**src/rtl/mc_pwm_scheduler.sv**
```systemverilog
// ---------------------------------------------------------------------------
// mc_pwm_scheduler
//
// Switching-period scheduler for the 3x3 matrix converter. It produces the
// 2-bit DesiredLoad code for the three output-leg commutation FSMs. Within
// every PWM period each leg dwells on source phase A, then B, then C for the
// programmed durations. New period/duty settings arrive over a valid/ready
// handshake into a one-entry shadow register. The shadow register is only
// copied into the active configuration at a period boundary, or while idle.
//
// Optional feature macro: MCSCHED_SYMMETRIC_EN
//   When defined, odd-numbered periods run in the order C,B,A with the same
//   durations. This gives an A-B-C|C-B-A pattern and saves one commutation per
//   leg at each boundary. A parity register tracks odd/even periods.
//   When undefined, every period runs A,B,C and no parity register exists.
//
// Ports:
//   clk           system clock (50 MHz)
//   rst           asynchronous reset, active low
//   en            run enable; sampled only at period boundaries while running
//   cfg_valid     configuration offered by the source
//   cfg_ready     shadow register empty, a configuration can be accepted
//   cfg_period    PWM period in clk cycles
//   cfg_duty      per leg {dB,dA}. Leg k is at [2k*CNT_W +: 2*CNT_W] with dA
//                 in the low half. dC is implied as period-dA-dB.
//   load0..load2  DesiredLoad per leg: 01=A, 10=B, 11=C, 00=hold
//   period_start  one-cycle pulse on the first cycle of each period
//   cfg_err       one-cycle pulse after a configuration is rejected
//   running       high while the scheduler is in RUN
// ---------------------------------------------------------------------------
module mc_pwm_scheduler #(
    parameter int CNT_W     = 12,
    parameter int MIN_DWELL = 24
) (
    input  logic                 clk,
    input  logic                 rst,
    input  logic                 en,
    input  logic                 cfg_valid,
    output logic                 cfg_ready,
    input  logic [CNT_W-1:0]     cfg_period,
    input  logic [6*CNT_W-1:0]   cfg_duty,
    output logic [1:0]           load0,
    output logic [1:0]           load1,
    output logic [1:0]           load2,
    output logic                 period_start,
    output logic                 cfg_err,
    output logic                 running
);

    // Comparisons use one extra bit so that dA+dB cannot wrap.
    localparam logic [CNT_W:0] MIN_W      = (CNT_W+1)'(MIN_DWELL);
    localparam logic [CNT_W:0] MIN_PERIOD = (CNT_W+1)'(2*MIN_DWELL);

    localparam logic [1:0] LD_A = 2'b01;
    localparam logic [1:0] LD_B = 2'b10;
    localparam logic [1:0] LD_C = 2'b11;

    typedef enum logic {
        IDLE,
        RUN
    } state_t;

    state_t               state;
    logic [CNT_W-1:0]     cnt;

    logic                 shadow_full;
    logic [CNT_W-1:0]     sh_period;
    logic [6*CNT_W-1:0]   sh_duty;

    logic                 act_valid;
    logic [CNT_W-1:0]     act_period;
    logic [6*CNT_W-1:0]   act_duty;

    logic                 cfg_ok;
    logic [CNT_W:0]       leg_sum;

    logic                 at_wrap;
    logic                 apply;
    logic [CNT_W-1:0]     next_period;
    logic [6*CNT_W-1:0]   next_duty;
    logic                 next_valid;
    logic [CNT_W-1:0]     next_cnt;
    logic                 rev;
    logic [1:0]           dec0;
    logic [1:0]           dec1;
    logic [1:0]           dec2;

`ifdef MCSCHED_SYMMETRIC_EN
    logic                 parity;
    logic                 parity_next;
`endif

    // Map a position inside the period onto the phase one leg should drive.
    // The dwell lengths are first turned into two boundaries, bound_a (end of
    // A) and bound_b (end of B). Short segments are folded into neighbours so
    // that a dwell shorter than the commutation time never reaches the FSMs:
    //   - a short A hands its time to B, or to C when B is also dropped
    //   - a short B hands its time to C
    //   - a short C is absorbed by B, or by A when B is dropped
    // In reverse order the same lengths are laid out as C, B, A.
    function automatic logic [1:0] decode_leg(
        input logic [CNT_W-1:0]   pos,
        input logic [CNT_W-1:0]   period,
        input logic [2*CNT_W-1:0] duty,
        input logic               reverse
    );
        logic [CNT_W:0] da;
        logic [CNT_W:0] db;
        logic [CNT_W:0] dc;
        logic [CNT_W:0] per;
        logic [CNT_W:0] p;
        logic [CNT_W:0] bound_a;
        logic [CNT_W:0] bound_b;
        logic           a_on;
        logic           b_on;
        logic           c_short;
        logic [1:0]     result;

        da      = {1'b0, duty[CNT_W-1:0]};
        db      = {1'b0, duty[2*CNT_W-1:CNT_W]};
        per     = {1'b0, period};
        p       = {1'b0, pos};
        dc      = per - da - db;
        a_on    = (da >= MIN_W);
        b_on    = (db >= MIN_W);
        c_short = (dc != '0) && (dc < MIN_W);

        bound_a = a_on ? da : '0;
        bound_b = b_on ? (da + db) : bound_a;

        if (c_short) begin
            if (b_on) begin
                bound_b = per;
            end else if (a_on) begin
                bound_a = per;
                bound_b = per;
            end
        end

        if (!reverse) begin
            if (p < bound_a) begin
                result = LD_A;
            end else if (p < bound_b) begin
                result = LD_B;
            end else begin
                result = LD_C;
            end
        end else begin
            if (p < (per - bound_b)) begin
                result = LD_C;
            end else if (p < (per - bound_a)) begin
                result = LD_B;
            end else begin
                result = LD_A;
            end
        end
        return result;
    endfunction

    assign cfg_ready = !shadow_full;

    // Validation of the offered configuration. The period must leave room for
    // two minimum dwells, and no leg may ask for more A+B time than the period.
    always_comb begin
        cfg_ok  = ({1'b0, cfg_period} >= MIN_PERIOD);
        leg_sum = '0;
        for (int k = 0; k < 3; k++) begin
            leg_sum = {1'b0, cfg_duty[2*k*CNT_W +: CNT_W]}
                    + {1'b0, cfg_duty[(2*k+1)*CNT_W +: CNT_W]};
            if (leg_sum > {1'b0, cfg_period}) begin
                cfg_ok = 1'b0;
            end
        end
    end

    // Next-cycle view of the schedule. The outputs are registered, so the
    // decode runs on the counter value and configuration that become current
    // at the coming edge. This lets a freshly applied shadow drive the very
    // first cycle of its period.
    always_comb begin
        at_wrap     = (state == RUN) && (cnt == act_period - CNT_W'(1));
        apply       = shadow_full && ((state == IDLE) || at_wrap);
        next_period = apply ? sh_period : act_period;
        next_duty   = apply ? sh_duty : act_duty;
        next_valid  = apply || act_valid;
        next_cnt    = ((state == RUN) && !at_wrap) ? (cnt + CNT_W'(1)) : '0;
`ifdef MCSCHED_SYMMETRIC_EN
        parity_next = parity;
        if (state == IDLE) begin
            parity_next = 1'b0;
        end else if (at_wrap) begin
            parity_next = ~parity;
        end
        rev = parity_next;
`else
        rev = 1'b0;
`endif
        dec0 = decode_leg(next_cnt, next_period, next_duty[0*CNT_W +: 2*CNT_W], rev);
        dec1 = decode_leg(next_cnt, next_period, next_duty[2*CNT_W +: 2*CNT_W], rev);
        dec2 = decode_leg(next_cnt, next_period, next_duty[4*CNT_W +: 2*CNT_W], rev);
    end

    // Scheduler state machine with handshake, shadow/active configuration and
    // registered outputs. The apply clears shadow_full before a capture can set
    // it again. Because capture is only possible while the shadow is empty, the
    // two never coincide in practice.
    always_ff @(posedge clk or negedge rst) begin
        if (!rst) begin
            state        <= IDLE;
            cnt          <= '0;
            shadow_full  <= 1'b0;
            sh_period    <= '0;
            sh_duty      <= '0;
            act_valid    <= 1'b0;
            act_period   <= '0;
            act_duty     <= '0;
            load0        <= 2'b00;
            load1        <= 2'b00;
            load2        <= 2'b00;
            period_start <= 1'b0;
            cfg_err      <= 1'b0;
            running      <= 1'b0;
`ifdef MCSCHED_SYMMETRIC_EN
            parity       <= 1'b0;
`endif
        end else begin
            cfg_err <= 1'b0;

            if (apply) begin
                act_period  <= sh_period;
                act_duty    <= sh_duty;
                act_valid   <= 1'b1;
                shadow_full <= 1'b0;
            end

            if (cfg_valid && !shadow_full) begin
                if (cfg_ok) begin
                    sh_period   <= cfg_period;
                    sh_duty     <= cfg_duty;
                    shadow_full <= 1'b1;
                end else begin
                    cfg_err <= 1'b1;
                end
            end

            case (state)
                IDLE: begin
                    if (en && next_valid) begin
                        state        <= RUN;
                        cnt          <= '0;
                        load0        <= dec0;
                        load1        <= dec1;
                        load2        <= dec2;
                        period_start <= 1'b1;
                        running      <= 1'b1;
`ifdef MCSCHED_SYMMETRIC_EN
                        parity       <= 1'b0;
`endif
                    end else begin
                        load0        <= 2'b00;
                        load1        <= 2'b00;
                        load2        <= 2'b00;
                        period_start <= 1'b0;
                        running      <= 1'b0;
                    end
                end
                RUN: begin
                    // en is only honoured at the end of a period.
                    if (at_wrap && !en) begin
                        state        <= IDLE;
                        cnt          <= '0;
                        load0        <= 2'b00;
                        load1        <= 2'b00;
                        load2        <= 2'b00;
                        period_start <= 1'b0;
                        running      <= 1'b0;
                    end else begin
                        cnt          <= next_cnt;
                        load0        <= dec0;
                        load1        <= dec1;
                        load2        <= dec2;
                        period_start <= at_wrap;
                        running      <= 1'b1;
`ifdef MCSCHED_SYMMETRIC_EN
                        parity       <= parity_next;
`endif
                    end
                end
                default: begin
                    state <= IDLE;
                end
            endcase
        end
    end

endmodule

```
**config.mk**
```make
export PLATFORM = sky130hd
export DESIGN_NAME = mc_pwm_scheduler
export DESIGN_NICKNAME = d
export VERILOG_FILES = /design/src/rtl/mc_pwm_scheduler.sv
export SDC_FILE = /design/constraint.sdc
export NUM_CORES = 1
export LEC_CHECK = 0
export ABC_AREA = 1
export BUFFER_PORTS_ARGS = -buffer_cell sky130_fd_sc_hd__clkbuf_2
export CAP_MARGIN = 20
export CORE_ASPECT_RATIO = 1.25
export CORE_UTILIZATION = 50
export DETAILED_ROUTE_END_ITERATION = 16
export PLACE_DENSITY = 0.71
export SETUP_SLACK_MARGIN = 0.05
export SLEW_MARGIN = 20
export SYNTH_ARGS = -nofsm -noshare
export SYNTH_HDL_FRONTEND = slang
export SYNTH_SLANG_ARGS = --single-unit
```
**constraint.sdc**
```tcl
create_clock -name clk -period 8.1 [get_ports clk]
set_input_delay 0.405 -clock clk [delete_from_list [all_inputs] [get_ports clk]]
set_output_delay 0.405 -clock clk [all_outputs]
set_load 0.01 [all_outputs]
```
==> impl_metrics.json <==
{
  "grt_pass1_vias": 15800,
  "ys_warn_count": 0,
  "fillers": 3433,
  "totalWireLength_um": 53200,
  "start_util": 0.506,
  "grt_pass1_wl_um": 83800,
  "cp_data_arrival_time_ns": 7.87,
  "antenna_cells": 0,
  "r2r_slack_ns": 0.61,
  "worst_path_max_delay_cell": "fa_1",
  "place.gp.congestion": 0.979,
  "synth_top_family_by_area": "simple AND/OR/NAND/NOR gates",
  "area_delta_synth_final_pct": 8.74,
  "synthXorXnorAreaFrac": 0.0352,
  "synth_compound_area_frac": 0.160,
  "die_area_um2": 36600,
  "cp-startpoint": "act_period[0]",
  "placedCellCount": 3004,
  "path_clk_slew_ns": 0.08,
  "avgSynthCellArea_um2": 7.25,
  "path_class": "reg2reg",
  "antenna_left": 0,
  "period_needed_ns": 7.49,
  "worst_pin_slew_ns": 1.02,
  "rsz0062_at_grt": "yes",
  "cts_root_buf": "clkbuf_16",
  "crit_top_cell": "nand2_1",
  "core_region_area_um2": 35400,
  "worstHoldPathType": "in2reg",
  "grtUsageTotal": 0.299,
  "ioPinCount": 98,
  "critical_path.max_stage_delay_ns": 0.55,
  "first_iter_violations": 1330,
  "critPathRequiredTime_ns": 8.48,
  "synth_top_area_cell": "dfrtp_1",
  "hold_viol_final": 0,
  "setup_viol": 0,
  "cts-buffers-inserted": 17,
  "dr_total_vias": 16700,
  "dieHeight_um": 214,
  "synthSimpleGateAreaFrac": 0.233,
  "dr.pass1.iters": 7,
  "drive_gt1_frac": 0.0964,
  "ir_drop_uv": 149,
  "cellPowerDensity_nw_per_um2": 108,
  "tns_ns": 0,
  "synth_area_um2": 17900,
  "r2r-start": "act_period[0]",
  "ys_seq_elements": 191,
  "post_drt_wl_per_cell_um": 17.5,
  "yosysTopAreaCellShare": 0.267,
  "avgViaCountPerCell": 5.50,
  "fin_crit_sh": 0.925,
  "critPathLaunchType": "register",
  "drc_errors": 0,
  "final_nets": 2905,
  "clockBufferDepth": 2,
  "postCtsSetupBuffers": 0,
  "grt_antenna_before_repair": 0,
  "drv_cap": 0,
  "p_leak_nw": 10.8,
  "syn_inst": 2470,
  "dp_hpwl_um": 42900,
  "synthMuxAreaShare": 0.00224,
  "synth.area.top_cells": "dfrtp_1 (27%), ha_1 (16%), nand2_1 (12%), inv_1 (7.9%), a21oi_1 (4.9%)",
  "timing.rr.end": "load0[0]",
  "layout.cells.non_filler": 3036,
  "synth.net_count": 2825,
  "yosysSeqAreaShare": 0.267,
  "synth.distinct_cells": 59,
  "drv_slew": 0,
  "cts_sinks": 191,
  "die_x_um": 171,
  "fmax_mhz": 133,
  "grt_overflow": 0,
  "cts_tree": "yes",
  "r2r_cells": 38,
  "ctsHtreeMaxLevel": 4,
  "synth_adder_area_share": 0.200,
  "cp_max_fo": 16,
  "max_slew_margin": 0.322,
  "skew_ns": 0.0173,
  "critPathCapture": "load0[0]",
  "outcome": "finished clean",
  "clock_latency_ns": 0.46,
  "grt_max_degree": 106,
  "num_rows": 77,
  "io_buffers": 97,
  "end_kind": "register"
}
-- cell usage after synthesis (all sizes together) --
| cell | instances |
|---|---|
| clkinv | 1 |
| nand3b | 6 |
| nand3 | 103 |
| o211a | 1 |
| a21oi | 177 |
| o221ai | 3 |
| mux2i | 4 |
| o21ai | 205 |
| nor2 | 170 |
| ha | 235 |
| a21o | 8 |
| xnor2 | 27 |
| a22oi | 4 |
| o22ai | 17 |
| a31oi | 13 |
| nand2 | 597 |
| nor4 | 8 |
| and2 | 5 |
| buf | 25 |
| a31o | 2 |
| a32oi | 12 |
| o21a | 10 |
| fa | 32 |
| nand4 | 29 |
| o31ai | 2 |
| a221oi | 3 |
| nor3 | 36 |
| a211oi | 19 |
| o2111ai | 1 |
| clkbuf | 30 |
| nor4b | 3 |
| inv | 402 |
| dfrtp | 191 |
| o211ai | 6 |
| or2 | 20 |
| o21bai | 14 |
| a21boi | 4 |
| xor2 | 45 |
-- metal layers --
metal / vias up / part of all wire / wire, µm / global-route usage
met5: - / 0 / 0 / 0
met4: 0 / 0.047 / 2490 / 0.147
met3: 114 / 0.062 / 3280 / 0.0336
met2: 603 / 0.44 / 23400 / 0.472
met1: 7725 / 0.45 / 23900 / 0.407
li1: 8241 / - / - / -
-- repair_timing --
action / CTS / global route
resized for setup: 0 / 7
hold endpoints to repair: 26 / 0
hold buffers: 1 / 0
setup endpoints to repair: 0 / 6
-- kinds of logic after synthesis --
kind of cell / count (synthesis)
multiplexers: 4
adder cells (fa/ha/maj): 267
AO/OA/AOI/OAI: 501
AND/OR/NAND/NOR: 977
XOR/XNOR: 72
buffers and inverters: 458
flip-flops: 191
-- critical path, delay by kind of cell, from the launching register on --
kind	cells	cell delay [ns]
simple gates	20	2.54
compound gates	10	2.11
fa+ha+maj	4	1.43
buf+inv	3	0.72
flops	1	0.42
xor+xnor	1	0.19
-- area by class of cell --
type	instances	area, µm²	share of cell area
Tap cell	474	593	0.0305
Inverter	403	1520	0.0780
Sequential cell	191	4780	0.246
Clock buffer	18	439	0.0226
Multi-Input combinational cell	1821	11300	0.582
Clock inverter	13	161	0.00829
Timing Repair Buffer	116	647	0.0332
-- cells in the final DEF (no fill, tap or decap), drive strengths merged, types with 5 or more instances in the layout --
cell type	instances
nand2	597
nand3	103
inv	411
buf	18
nor3	36
a32oi	12
o21ai	205
dfrtp	191
o21a	10
a211oi	19
a31oi	13
a21oi	177
nand4	29
or2	20
xnor2	27
nor2	170
o22ai	17
xor2	45
and2	5
nor4	8
ha	235
o21bai	14
a21o	8
nand3b	6
clkbuf	115
fa	32
o211ai	6
-- worst min-delay path by stage --
stage                   end  depth (start not counted)  slack, ns    startpoint
2_1_floorplan   act_duty[0]                          0       0.11           rst
6_report        sh_duty[45]                          3       0.20  cfg_duty[45]
3_5_place_dp       load0[1]                          1       0.47           rst
4_1_cts         sh_duty[45]                          3       0.18  cfg_duty[45]
3_3_place_gp   act_duty[12]                          2       0.46  act_duty[12]
5_1_grt         sh_duty[43]                          3       0.21  cfg_duty[43]
-- power breakdown --
part	leakage [nW]	switching, mW	internal [mW]
clock	0.293	0.425	0.450
combinational	8.05	0.159	0.107
sequential	2.49	0	0.953
-- through the flow --
stage	util	hold WS (ns)	area, µm²	worst slack, ns	total power, mW
floorplan	-	0.109	17900	1.23	1.14
global placement	0.532	0.463	18800	0.628	1.23
detailed placement	0.532	0.466	18800	0.458	1.24
CTS	0.550	0.181	19400	0.405	2.11
global route	0.550	0.206	19500	0.0346	2.18
finish	0.550	0.196	19500	0.607	2.09
-- flip-flops by register name (all words and copies together) (netlist names) --
| name | count |
|---|---|
| cfg_err | 1 |
| sh_period | 12 |
| shadow_full | 1 |
| sh_duty | 72 |
| act_valid | 1 |
| act_duty | 72 |
| cnt | 12 |
| state | 1 |
| load2 | 2 |
| load1 | 2 |
| load0 | 2 |
| act_period | 12 |
| period_start | 1 |
(Power assumes the default switching activity.)
